**src/rtl/pipeline_hazard_ctrl.sv**
```systemverilog
// Hazard/sequencing controller for the 5-stage pipeline: forwarding, load-use stalls,
// branch flushes and data-memory wait handling. Optional perf counters via HAZARD_PERF_EN.
module pipeline_hazard_ctrl #(
  parameter int MEM_TIMEOUT = 16,
  parameter int PERF_W      = 32
) (
  input  logic        clk,
  input  logic        rst,
  input  logic [4:0]  Rs1D,
  input  logic [4:0]  Rs2D,
  input  logic [4:0]  Rs1E,
  input  logic [4:0]  Rs2E,
  input  logic [4:0]  RdE,
  input  logic [1:0]  ResultSrcE,
  input  logic        PCSrcE,
  input  logic [4:0]  RdM,
  input  logic        RegWriteM,
  input  logic        MemReqM,
  input  logic        MemReadyM,
  input  logic [4:0]  RdW,
  input  logic        RegWriteW,
  output logic        StallF,
  output logic        StallD,
  output logic        StallE,
  output logic        StallM,
  output logic        FlushD,
  output logic        FlushE,
  output logic        FlushW,
  output logic [1:0]  ForwardAE,
  output logic [1:0]  ForwardBE,
  output logic        MemTimeout
`ifdef HAZARD_PERF_EN
  ,
  output logic [PERF_W-1:0] StallCnt,
  output logic [PERF_W-1:0] FlushCnt,
  output logic [PERF_W-1:0] MemWaitCnt
`endif
);

  localparam int CNT_W = $clog2(MEM_TIMEOUT + 1);

  if (MEM_TIMEOUT < 1) begin : gBadTimeout
    $error("MEM_TIMEOUT must be >= 1");
  end
  if (PERF_W < 1) begin : gBadPerfW
    $error("PERF_W must be >= 1");
  end

  typedef enum logic [1:0] {RUN, MEM_WAIT, ERROR} state_t;

  state_t             state, nextState;
  logic [CNT_W-1:0]   waitCnt, nextWaitCnt;
  logic               timeoutQ, nextTimeout;

  logic lwStall, memBusy, freeze;

  function automatic logic [1:0] fwdSel(input logic [4:0] rs);
    if (RegWriteM && RdM != 5'd0 && RdM == rs)      return 2'b10;
    else if (RegWriteW && RdW != 5'd0 && RdW == rs) return 2'b01;
    else                                            return 2'b00;
  endfunction

  assign lwStall = (ResultSrcE == 2'b01) && (RdE != 5'd0) && (RdE == Rs1D || RdE == Rs2D);
  assign memBusy = MemReqM && !MemReadyM;
  assign freeze  = memBusy || (state == ERROR);

  // State register. Nothing here is a memory array, so every flop gets a reset value.
  always_ff @(posedge clk) begin
    if (!rst) begin
      state    <= RUN;
      waitCnt  <= '0;
      timeoutQ <= 1'b0;
    end else begin
      // NOTE: sequential state uses non-blocking assignments so all flops update from pre-edge values.
      state    <= nextState;
      waitCnt  <= nextWaitCnt;
      timeoutQ <= nextTimeout;
    end
  end

  // Next-state logic
  always_comb begin
    // NOTE: defaults first so no path through this block leaves a variable unassigned (no latches).
    nextState   = state;
    nextWaitCnt = waitCnt;
    nextTimeout = timeoutQ;
    unique case (state)
      RUN: begin
        if (memBusy) begin
          nextState   = MEM_WAIT;
          nextWaitCnt = CNT_W'(1);
        end else begin
          nextWaitCnt = '0;
        end
      end
      MEM_WAIT: begin
        // A completed or withdrawn request both end the wait without error.
        if (MemReadyM || !MemReqM) begin
          nextState   = RUN;
          nextWaitCnt = '0;
        end else if (waitCnt == CNT_W'(MEM_TIMEOUT)) begin
          nextState   = ERROR;
          nextTimeout = 1'b1;
        end else begin
          nextWaitCnt = waitCnt + 1'b1;
        end
      end
      ERROR: begin
        nextState = ERROR;
      end
      default: begin
        nextState   = RUN;
        nextWaitCnt = '0;
      end
    endcase
  end

  // Outputs; held at zero while reset is asserted.
  always_comb begin
    StallF     = 1'b0;
    StallD     = 1'b0;
    StallE     = 1'b0;
    StallM     = 1'b0;
    FlushD     = 1'b0;
    FlushE     = 1'b0;
    FlushW     = 1'b0;
    ForwardAE  = 2'b00;
    ForwardBE  = 2'b00;
    MemTimeout = 1'b0;
    if (rst) begin
      ForwardAE  = fwdSel(Rs1E);
      ForwardBE  = fwdSel(Rs2E);
      MemTimeout = timeoutQ;
      if (freeze) begin
        // Branch flush and load-use bubble wait: D/E are held and re-evaluate on release.
        StallF = 1'b1;
        StallD = 1'b1;
        StallE = 1'b1;
        StallM = 1'b1;
        FlushW = 1'b1;
      end else begin
        StallF = lwStall;
        StallD = lwStall;
        FlushE = lwStall | PCSrcE;
        FlushD = PCSrcE;
      end
    end
  end

`ifdef HAZARD_PERF_EN
  always_ff @(posedge clk) begin
    if (!rst) begin
      StallCnt   <= '0;
      FlushCnt   <= '0;
      MemWaitCnt <= '0;
    end else begin
      if (lwStall && !freeze) StallCnt   <= StallCnt + 1'b1;
      if (PCSrcE && !freeze)  FlushCnt   <= FlushCnt + 1'b1;
      if (freeze)             MemWaitCnt <= MemWaitCnt + 1'b1;
    end
  end
`endif

endmodule
```
**config.mk**
```make
export PLATFORM = sky130hd
export DESIGN_NAME = pipeline_hazard_ctrl
export DESIGN_NICKNAME = d
export VERILOG_FILES = /design/src/rtl/pipeline_hazard_ctrl.sv
export SDC_FILE = /design/constraint.sdc
export NUM_CORES = 1
export LEC_CHECK = 0
export BUFFER_PORTS_ARGS = -buffer_cell sky130_fd_sc_hd__buf_2
export CAP_MARGIN = 20
export CORE_UTILIZATION = 30
export DETAILED_ROUTE_END_ITERATION = 8
export GPL_TIMING_DRIVEN = 1
export SYNTH_ARGS = -nofsm -noshare
export SYNTH_HDL_FRONTEND = slang
export SYNTH_SLANG_ARGS = --single-unit
```
**constraint.sdc**
```tcl
create_clock -name clk -period 3.1 [get_ports clk]
set_input_delay 0.31 -clock clk [delete_from_list [all_inputs] [get_ports clk]]
set_output_delay 0.31 -clock clk [all_outputs]
set_load 0.1 [all_outputs]
```
==> flow_summary.yaml <==
yosys:
  postSynthNetCount: 150
  ys.flop_type: "dfxtp_1"
  ys_types: 33
  syn_area_um2: 841
  yosysTopAreaCell: "xor2_1"
  ys_warn_count: 0
  yosys.area.top_type_share: 0.271
  synth_area_leaders: "xor2_1, dfxtp_1, xnor2_1"
  yosysMostFrequentCell: "xor2_1"
  synth-seq-cells: 8
  yosysSeqAreaShare: 0.190
  synth_edf_count: 0
  synth_cells: 104
  ys_async_sr_fraction: 0
  syn_area_per_cell_um2: 8.08
  synthTopCellsByCount: "xor2_1, nor2_1, dfxtp_1, inv_1, xnor2_1"
final_layout:
  drive_above_1_share: 0.403
  area_delta_synth_final_pct: 39.9
  instances_no_fill: 189
  fin_nets: 207
  fill_cells: 260
  antenna_cells: 0
clocking:
  clk_latency_ns: 0.25
  cts_setup_buffers: 0
  clock_sink_count: 8
  cts_made_buffers: 3
  h-tree-depth: 1
  cts-root-buf: "clkbuf_4"
  hold_buffers: 0
  clkTransAtPathRegs_ns: 0.05
  cts_buffer_depth: 2
  ctsResizeCount: 0
  tritoncts: "done"
setup_path:
  cp_max_fo: 3
  endpoint_kind: "output port"
  arrival_ns: 1.96
  worstSetupStartpoint: "RdM[1]"
  r2r_cells: 6
  r2r-start: "waitCnt[0]"
  start_kind: "primary input"
  crit_required_ns: 2.79
  worstSetupPathType: "primary input to output port"
global_routing:
  use_met1: 0.152
  grt_max_degree: 10
  use_met3: 0.0273
  grtUsageMet2: 0.289
  grt_pass1_wl_um: 3170
  top_usage_layer: "met2"
  grt.total_usage: 0.144
  grt_pass1_vias: 808
  overflow: 0
  antenna_found_initial: 0
run:
  maxCapViolCount: 0
sta:
  worst_pin_slew_ns: 0.568
  fin_hold_ws_ns: 0.425
  fmax_ghz: 0.440
  rsz0062_at_grt: "false"
  finalClockSkew_ns: 0.00387
  slew_violations: 0
  max_slew_margin: 0.618
  fin_crit_ns: 2.27
  final_hold_viol_count: 0
  finalCritPeriodShare: 0.732
  setup_violations: 0
power:
  powerDensity_nw_per_um2: 269
  p_leak_uw: 0.000549
  peakVddDrop_v: 0.000204
  power_uw: 317
floorplan:
  dieArea_um2: 3020
  design.core.area_um2: 2570
  pin_count: 56
  die_h_um: 54.9
  fp.dieW_um: 54.9
  rows: 18
  start_util: 0.327
placed_design:
  placedCellCount: 186
  hpwlAfterDp_um: 1850
  portBuffers: 55
  gp_congestion: 0.710
routing:
  drt_iter0_markers: 18
  routed_wl_um: 2140
  routed_via_density: 4.85
  drc: 0
  dr_total_vias: 917
  ant_nets: 0
  avgRoutedWirePerCell_um: 11.3
  first_pass_iters: 4
min_path:
  holdPathStages: 2
  worstHoldStart: "rst"
  hp-class: "primary input to flop"
outcome:
  outcome: "finished clean"
## power breakdown
part / internal [uW] / total, uW / switching [uW]
registers: 104 / 106 / 1.53
logic: 49.3 / 134 / 85.0
clock network: 44.1 / 77.1 / 32.9
total: 198 / 317 / 119
## through the flow
stage | util | cell area (um2) | worst slack (ns) | TNS, ns
CTS | 0.458 | 1180 | 0.830 | 0
global placement | 0.449 | 1150 | 0.865 | 0
detailed placement | 0.449 | 1150 | 0.831 | 0
global route | 0.458 | 1180 | 0.751 | 0
finish | 0.458 | 1180 | 0.829 | 0
floorplan | - | 863 | -0.00823 | -0.00823
## cell type report
cell class,instances,area (um2),share of cell area
clock buffer,3,22.5,0.0191
inverter,6,22.5,0.0191
multi-input combinational,87,658,0.560
sequential,8,160,0.136
tap,30,37.5,0.0319
timing repair buffer,55,275,0.234
## worst max-delay path, stage by stage
cell     delay (ns)
buf_2          0.13
or4_4          0.53
o21ai_2        0.15
nor4_1         0.11
nor4_4         0.27
buf_2          0.46
## layout by cell type (no fill, tap or decap)
cell type / netlist / layout
nand3_1: 3 / 3
or4_1: 4 / 4
nor2b_1: 1 / 1
o21ai_0: 1 / 1
o21a_1: 2 / 2
nor2_1: 10 / 10
nand4b_1: 1 / 1
nand4_1: 2 / 2
nor3_1: 3 / 3
or4_4: 1 / 1
nand2_1: 4 / 4
o22ai_1: 1 / 1
clkbuf_4: 0 / 3
nor4_4: 0 / 2
a22o_1: 1 / 1
a21oi_1: 1 / 1
nor4_1: 2 / 2
and2_1: 3 / 3
o21ai_2: 1 / 1
inv_1: 6 / 6
or3b_1: 1 / 1
dfxtp_1: 8 / 8
a22oi_1: 1 / 1
a32o_1: 1 / 1
xnor2_1: 6 / 6
ha_1: 2 / 2
or3_1: 1 / 1
nand2b_1: 1 / 1
o211ai_1: 1 / 1
o21ai_1: 2 / 2
buf_2: 0 / 55
xor2_1: 26 / 26
nor3_2: 1 / 1
o31ai_2: 0 / 1
## registers in the layout, summed over array words and instances (netlist names)
name and flops:
state 2, waitCnt 5, timeoutQ 1
## metal layers
layer / up-vias / wire (um)
li1: 472 / -
met1: 387 / 860
met2: 56 / 1050
met3: 2 / 222
met4: 0 / 10
met5: - / 0
## worst paths after layout
| check | to | slack (ns) |
|---|---|---|
| max | ForwardAE[0] | 0.83 |
| min | state[1] | 0.42 |
| max reg2reg | waitCnt[0] | 1.72 |
| min reg2reg | timeoutQ | 0.47 |
## cells by family after synthesis
logic type | Yosys count | share of synthesized area
and+or+nand+nor | 40 | 0.284
adders and majority gates | 2 | 0.0298
buffers and inverters | 9 | 0.0536
DFF | 8 | 0.190
xor gates and xnor gates | 32 | 0.333
AOI/OAI and AO/OA | 13 | 0.109
Power figures use the tool's default switching activity.
